<file path="config.mk">
export PLATFORM = sky130hd
export DESIGN_NAME = seg7_decimal_scanner
export DESIGN_NICKNAME = d
export VERILOG_FILES = /design/src/rtl/seg7_pkg.sv /design/src/rtl/bin2bcd_seq.sv /design/src/rtl/seg7_decimal_scanner.sv
export SDC_FILE = /design/constraint.sdc
export NUM_CORES = 1
export LEC_CHECK = 0
export CAP_MARGIN = 20
export CORE_MARGIN = 2
export CORE_UTILIZATION = 41
export DETAILED_ROUTE_END_ITERATION = 10
export GPL_TIMING_DRIVEN = 0
export PLACE_DENSITY = 0.69
export SYNTH_ARGS = -nofsm -noshare
export SYNTH_HDL_FRONTEND = slang
export SYNTH_SLANG_ARGS = --single-unit
</file>
<file path="constraint.sdc">
create_clock -name clk -period 4.1 [get_ports clk]
set_clock_uncertainty 0.2 [all_clocks]
set_input_delay 1.025 -clock clk [delete_from_list [all_inputs] [get_ports clk]]
set_output_delay 1.025 -clock clk [all_outputs]
set_load 0.01 [all_outputs]
</file>
<file path="src/rtl/seg7_pkg.sv">
// Shared constants for the decimal 7-segment scanner: active-low segment
// patterns (g..a), converter state encoding and small elaboration helpers.
package seg7_pkg;

  localparam logic [6:0] SEG_DIGIT [0:9] = '{
    7'b100_0000, 7'b111_1001, 7'b010_0100, 7'b011_0000, 7'b001_1001,
    7'b001_0010, 7'b000_0010, 7'b111_1000, 7'b000_0000, 7'b001_0000
  };
  localparam logic [6:0] SEG_BLANK = 7'b111_1111;
  localparam logic [6:0] SEG_DASH  = 7'b011_1111;

  typedef enum logic [1:0] {
    CONV_IDLE,
    CONV_SHIFT,
    CONV_DONE
  } conv_state_t;

  // Non-decimal nibbles cannot come out of the converter; map them to dash anyway.
  function automatic logic [6:0] seg_encode(input logic [3:0] d);
    case (d)
      4'd0:    seg_encode = SEG_DIGIT[0];
      4'd1:    seg_encode = SEG_DIGIT[1];
      4'd2:    seg_encode = SEG_DIGIT[2];
      4'd3:    seg_encode = SEG_DIGIT[3];
      4'd4:    seg_encode = SEG_DIGIT[4];
      4'd5:    seg_encode = SEG_DIGIT[5];
      4'd6:    seg_encode = SEG_DIGIT[6];
      4'd7:    seg_encode = SEG_DIGIT[7];
      4'd8:    seg_encode = SEG_DIGIT[8];
      4'd9:    seg_encode = SEG_DIGIT[9];
      default: seg_encode = SEG_DASH;
    endcase
  endfunction

  function automatic logic [31:0] pow10(input int unsigned n);
    logic [31:0] p;
    p = 32'd1;
    for (int unsigned i = 0; i < n; i++) p = p * 32'd10;
    return p;
  endfunction

endpackage

</file>
<file path="src/rtl/bin2bcd_seq.sv">
// Sequential double-dabble converter: one bit per cycle, re-converts whenever
// the input differs from the last converted value.
module bin2bcd_seq
  import seg7_pkg::*;
#(
  parameter int unsigned IN_WIDTH = 13,
  parameter int unsigned N_DIGITS = 4
) (
  input  logic                    clk,
  input  logic                    reset,
  input  logic                    start,
  input  logic [IN_WIDTH-1:0]     value,
  output logic                    done,
  output logic [4*N_DIGITS-1:0]   bcd,
  output logic                    overflow
);

  localparam int unsigned BCD_W = 4 * N_DIGITS;
  localparam int unsigned CNT_W = $clog2(IN_WIDTH + 1);
  localparam logic [31:0] LIMIT = pow10(N_DIGITS);

  conv_state_t          state, state_next;
  logic [IN_WIDTH-1:0]  latched, shreg, last_converted;
  logic [CNT_W-1:0]     bit_cnt;
  logic [BCD_W-1:0]     bcd_q, bcd_adj, bcd_shifted;
  logic                 launch;

  assign launch = start && (value != last_converted);

  always_comb begin
    bcd_adj = bcd_q;
    for (int unsigned i = 0; i < N_DIGITS; i++) begin
      if (bcd_q[4*i +: 4] >= 4'd5) bcd_adj[4*i +: 4] = bcd_q[4*i +: 4] + 4'd3;
    end
    // Bits shifted past the top nibble are dropped; overflow flags that case.
    bcd_shifted = {bcd_adj[BCD_W-2:0], shreg[IN_WIDTH-1]};
  end

  always_comb begin
    state_next = state;
    case (state)
      CONV_IDLE:  if (launch) state_next = CONV_SHIFT;
      CONV_SHIFT: if (bit_cnt == CNT_W'(IN_WIDTH - 1)) state_next = CONV_DONE;
      CONV_DONE:  state_next = CONV_IDLE;
      default:    state_next = CONV_IDLE;
    endcase
  end

  always_ff @(posedge clk) begin
    if (reset) begin
      state          <= CONV_IDLE;
      latched        <= '0;
      shreg          <= '0;
      last_converted <= '0;
      bit_cnt        <= '0;
      bcd_q          <= '0;
    end else begin
      state <= state_next;
      case (state)
        CONV_IDLE: if (launch) begin
          latched <= value;
          shreg   <= value;
          bcd_q   <= '0;
          bit_cnt <= '0;
        end
        CONV_SHIFT: begin
          bcd_q   <= bcd_shifted;
          shreg   <= shreg << 1;
          bit_cnt <= bit_cnt + 1'b1;
        end
        CONV_DONE: last_converted <= latched;
        default: ;
      endcase
    end
  end

  assign done     = (state == CONV_DONE);
  assign bcd      = bcd_q;
  assign overflow = (32'(latched) >= LIMIT);

endmodule

</file>
<file path="src/rtl/seg7_decimal_scanner.sv">
// Multiplexed common-anode decimal display driver: BCD conversion, digit scan,
// leading-zero blanking, decimal points and overflow dashes.
module seg7_decimal_scanner
  import seg7_pkg::*;
#(
  parameter int unsigned N_DIGITS    = 4,
  parameter int unsigned IN_WIDTH    = 13,
  parameter int unsigned REFRESH_DIV = 100000,
  parameter int unsigned BLANK_LZ    = 1
) (
  input  logic                 clk,
  input  logic                 reset,
  input  logic [IN_WIDTH-1:0]  value,
  input  logic [N_DIGITS-1:0]  dp_mask,
  output logic [6:0]           segmentDisplay,
  output logic [N_DIGITS-1:0]  an,
  output logic                 dp,
  output logic                 overflow
);

  localparam int unsigned IDX_W = (N_DIGITS > 1) ? $clog2(N_DIGITS) : 1;
  localparam int unsigned CNT_W = $clog2(REFRESH_DIV);

  logic [CNT_W-1:0]        refresh_cnt;
  logic [IDX_W-1:0]        scan_idx;
  logic [4*N_DIGITS-1:0]   disp_bcd, conv_bcd;
  logic                    disp_ovf, conv_ovf, conv_done;

  logic [6:0]              seg_next;
  logic [N_DIGITS-1:0]     an_next;
  logic                    dp_next;
  logic [3:0]              digit;
  logic                    hi_nz, blank;
  int unsigned             idx_u;

  bin2bcd_seq #(
    .IN_WIDTH (IN_WIDTH),
    .N_DIGITS (N_DIGITS)
  ) u_conv (
    .clk      (clk),
    .reset    (reset),
    .start    (1'b1),
    .value    (value),
    .done     (conv_done),
    .bcd      (conv_bcd),
    .overflow (conv_ovf)
  );

  // Digit i is blank when it and every digit above it are zero.
  always_comb begin
    idx_u   = 32'(scan_idx);
    digit   = '0;
    hi_nz   = 1'b0;
    an_next = '1;
    dp_next = 1'b1;
    for (int unsigned j = 0; j < N_DIGITS; j++) begin
      if (j == idx_u) begin
        digit      = disp_bcd[4*j +: 4];
        an_next[j] = 1'b0;
        dp_next    = ~dp_mask[j];
      end
      if (j >= idx_u) hi_nz = hi_nz | (|disp_bcd[4*j +: 4]);
    end
    blank = (BLANK_LZ != 0) && (idx_u != 0) && !hi_nz;
    if (disp_ovf)   seg_next = SEG_DASH;
    else if (blank) seg_next = SEG_BLANK;
    else            seg_next = seg_encode(digit);
  end

  always_ff @(posedge clk) begin
    if (reset) begin
      refresh_cnt    <= '0;
      scan_idx       <= '0;
      disp_bcd       <= '0;
      disp_ovf       <= 1'b0;
      segmentDisplay <= SEG_BLANK;
      an             <= '1;
      dp             <= 1'b1;
      overflow       <= 1'b0;
    end else begin
      if (refresh_cnt == CNT_W'(REFRESH_DIV - 1)) begin
        refresh_cnt <= '0;
        scan_idx    <= (scan_idx == IDX_W'(N_DIGITS - 1)) ? '0 : scan_idx + 1'b1;
      end else begin
        refresh_cnt <= refresh_cnt + 1'b1;
      end
      if (conv_done) begin
        disp_bcd <= conv_bcd;
        disp_ovf <= conv_ovf;
      end
      segmentDisplay <= seg_next;
      an             <= an_next;
      dp             <= dp_next;
      overflow       <= disp_ovf;
    end
  end

endmodule

</file>
==> metrics.md <==
| Metric | Value |
|---|---|
| Asr flop ratio synth | `0` |
| Power Dens Cells | `between 300 and 400 mW/mm^2` |
| Largest net degree at the start of global routing | `18` |
| Maxcap violations | `0` |
| Most common cell in the netlist | `dfxtp_1` |
| CP max FO | `10` |
| RSZ-0062 raised after global routing | `false` |
| # hold bufs at CTS | `0` |
| Largest stage delay, worst path | `between 0.5 and 0.6 ns` |
| Reg2reg start | `scan_idx[1]$_SDFFE_PP0P_` |
| Final min period | `~3.1 ns` |
| Clock Sinks | `roughly 110` |
| Skew-Pair Late Insertion Delay | `0.35 ns` |
| Final setup TNS | `0 ns` |
| Final hold violations | `0` |
| Critical-path top delay cell | `clkdlybuf4s50_1` |
| CTS tree | `done` |
| CP dominant cell by count | `buf_2` |
| Setup Crit Path Kind | `primary input to flop` |
| Final WL | `11,750 um` |
| Detailed placement HPWL | `8616 um` |
| Critical Path AT | `3.14 ns` |
| First-pass GRT wire length | `just under 20,000 um` |
| Via count | `4,373` |
| Vias in the first global route | `roughly 4,200` |
| DP Cell Count | `slightly below 800` |
| Critical Path RT | `roughly 4 ns` |
| Number of post-CTS setup repair buffers | `0` |
| Cells after Synth | `~600` |
| Status | `finished clean` |
| Cell area after synthesis | `~0.005 mm^2` |
| Largest vdd supply drop | `0.1992 mV` |
| Crit end category | `flop` |
| Core Area | `approximately 0.012 mm^2` |
| Reg-to-reg critical path endpoint | `segmentDisplay[0]$_SDFF_PP1_` |
| GR Util All Layers | `0.1876` |
| Endpoints failing setup | `0` |
| # IOs | `32` |
| Synth-to-Final Area Change | `16.34%` |
| Share of the synthesized area in the top cell type | `0.4318` |
| Filler cells | `1,142` |
| Crit-path cells | `clkdlybuf4s50_1 > xnor2_1 > nand4_1 > or4_1 > buf_2 > buf_2 > nand3_1 > a21oi_1` |
| DIE WIDTH | `around 110 um` |
| Sequential share of the synthesized area | `0.4318` |
| Via/cell ratio | `5.508` |
| CTS Root Cell | `clkbuf_16` |
| Hold depth | `2` |
| Met1 Use GR | `0.2612` |
| Num CTS Buffers | `9` |
| Grt met2 use | `0.2895` |
| GR Util met3 | `0.03759` |
| Initial Util | `0.4186` |
| First-pass iteration count of the detailed router | `5` |
| Antenna violations before repair | `0` |
| Pins Over Slew Limit | `0` |
| Critical Path End | `u_conv.latched[2]$_SDFFE_PP0P_` |
| WL/cell | `around 15 um` |
| Longest Clk Path Bufs | `2` |
| Die Y | `~110 um` |
| Period utilization | `0.7659` |
| Post-synth EDFFs | `0` |
| Worst min path class | `flop to flop` |
| Worst-Margin Slew | `approximately 0.77 ns` |
| Register bit total from synthesis | `108` |
| Die Area | `0.01311 mm^2` |
| Antenna Nets Post-Route | `0` |
| Max H-tree Level | `3` |
| CTS clk-pin slew, worst paths | `about 0.080 ns` |
| R2r worst-path depth | `11` |
| Warnings from Yosys | `0` |
| GRT overflow | `0` |
| Number of port buffers | `29` |
| GR peak layer | `met2` |
| Max frequency | `~320 MHz` |
| R2R setup slack | `between 1 and 1.5 ns` |
| Syn nets | `between 600 and 700` |
| Startpoint type of the worst setup path | `primary input` |
| Critical Path Source | `value[10]` |
| Post-synth cell types | `between 40 and 50` |
| Non-filler cells, final | `just under 800` |
| Diodes inserted | `0` |
| Post-synth top area cell | `dfxtp_1` |
| Cell row count | `40` |
| Pleak | `~2.1 nW` |
| DRC violations left | `0` |
| Iter 0 DRT Violations | `330` |
| Final nets | `681` |
| Fraction of layout cells with a size suffix above 1 | `0.06182` |
| GPL Wtd Cong | `slightly above 0.8` |
| Synth Flop Type | `dfxtp_1` |
| Synth top cells by count | `dfxtp_1 (108), nand2_1 (92), a21oi_1 (63)` |
| Synth Area per Inst | `between 8 and 9 um^2` |
| Gates resized, CTS repair | `0` |
| Post-Route Utilization | `0.4870` |
| Slew margin rel. | `0.4822` |
| Top post-synthesis cells by area | `dfxtp_1 (43%), nand2_1 (6.9%), a21oi_1 (6.3%), ha_1 (5.0%), xnor2_1 (4.5%)` |
cells in the final DEF (no fill, tap or decap), drive strengths merged, types with 5 or more instances in the layout:
| cell | n |
|---|---|
| a21oi | 63 |
| a22oi | 12 |
| a31oi | 5 |
| and3 | 5 |
| buf | 14 |
| clkbuf | 33 |
| clkdlybuf4s50 | 29 |
| dfxtp | 108 |
| ha | 20 |
| inv | 21 |
| mux2i | 5 |
| nand2 | 92 |
| nand2b | 5 |
| nand3 | 24 |
| nand4 | 7 |
| nor2 | 48 |
| nor3 | 44 |
| nor3b | 7 |
| o21ai | 16 |
| o221ai | 12 |
| xnor2 | 26 |
| xor2 | 8 |
cells by family (layout without fill, tap and decap cells):
group           count (synthesis)  in the layout  share of synthesized area
fa+ha+maj                      20             20                    0.04998
xor+xnor                       34             34                    0.05947
other cells                     1              1                  0.0007489
buf+inv                        56            101                    0.04623
simple gates                  249            249                     0.2376
flops                         108            108                     0.4318
mux                             6              6                    0.01224
compound gates                128            128                     0.1619
stage by stage:
step                hold slack (ns)  area [um^2]  power, mW  setup WS [ns]
floorplan                    0.2175         5007      1.181          1.453
CTS                          0.2537         5826      2.204          1.006
finish                       0.2444         5826      2.192         0.9597
global placement             0.2290         5482      1.234         0.6747
global route                 0.2733         5826      2.260         0.8892
detailed placement           0.2381         5482      1.238         0.6477
routing by layer:
metal	up-vias	share of wire
met2	113	0.45
met5	-	0
met3	20	0.052
met1	2066	0.49
met4	0	0.016
li1	2174	-
sequential cells by signal (all words and copies together), names as in the netlist:
name                   cells
refresh_cnt               17
disp_bcd                  16
u_conv.bcd                16
u_conv.last_converted     13
u_conv.latched            13
u_conv.shreg              13
segmentDisplay             7
an                         4
u_conv.bit_cnt             4
scan_idx                   2
u_conv.state               2
dp                         1
how the worst min path moves through the flow:
stage | startpoint | end
floorplan | refresh_cnt[0]$_SDFF_PP0_ | refresh_cnt[0]$_SDFF_PP0_
global placement | refresh_cnt[0]$_SDFF_PP0_ | refresh_cnt[0]$_SDFF_PP0_
detailed placement | refresh_cnt[0]$_SDFF_PP0_ | refresh_cnt[0]$_SDFF_PP0_
CTS | u_conv.latched[6]$_SDFFE_PP0P_ | u_conv.last_converted[6]$_SDFFE_PP0N_
global route | u_conv.latched[6]$_SDFFE_PP0P_ | u_conv.last_converted[6]$_SDFFE_PP0N_
finish | u_conv.latched[6]$_SDFFE_PP0P_ | u_conv.last_converted[6]$_SDFFE_PP0N_
final cells by class:
cell class                 instances  area [um^2]  area share
multi-input combinational        438         2614      0.4487
sequential                       108         2162      0.3711
timing repair buffer              29        290.3     0.04983
clock buffer                      12        266.5     0.04575
tap                              147        183.9     0.03157
buffer                            35        152.6     0.02620
inverter                          21        78.83     0.01353
clock inverter                     4        77.57     0.01332
power breakdown:
group | leakage, nW | total (mW) | internal (mW) | switching [mW]
clock network | 0.169 | 0.977 | 0.589 | 0.388
registers | 0.880 | 1.09 | 1.07 | 0.0174
logic | 1.02 | 0.126 | 0.0527 | 0.0728
worst max-delay path: cells and delay by family:
kind / cells / cell delay (ns)
AO/OA/AOI/OAI: 1 / 0.08
XOR/XNOR: 1 / 0.16
buffers and inverters: 3 / 0.97
AND/OR/NAND/NOR: 3 / 0.91
No activity file was read; power rests on OpenSTA's default activity.
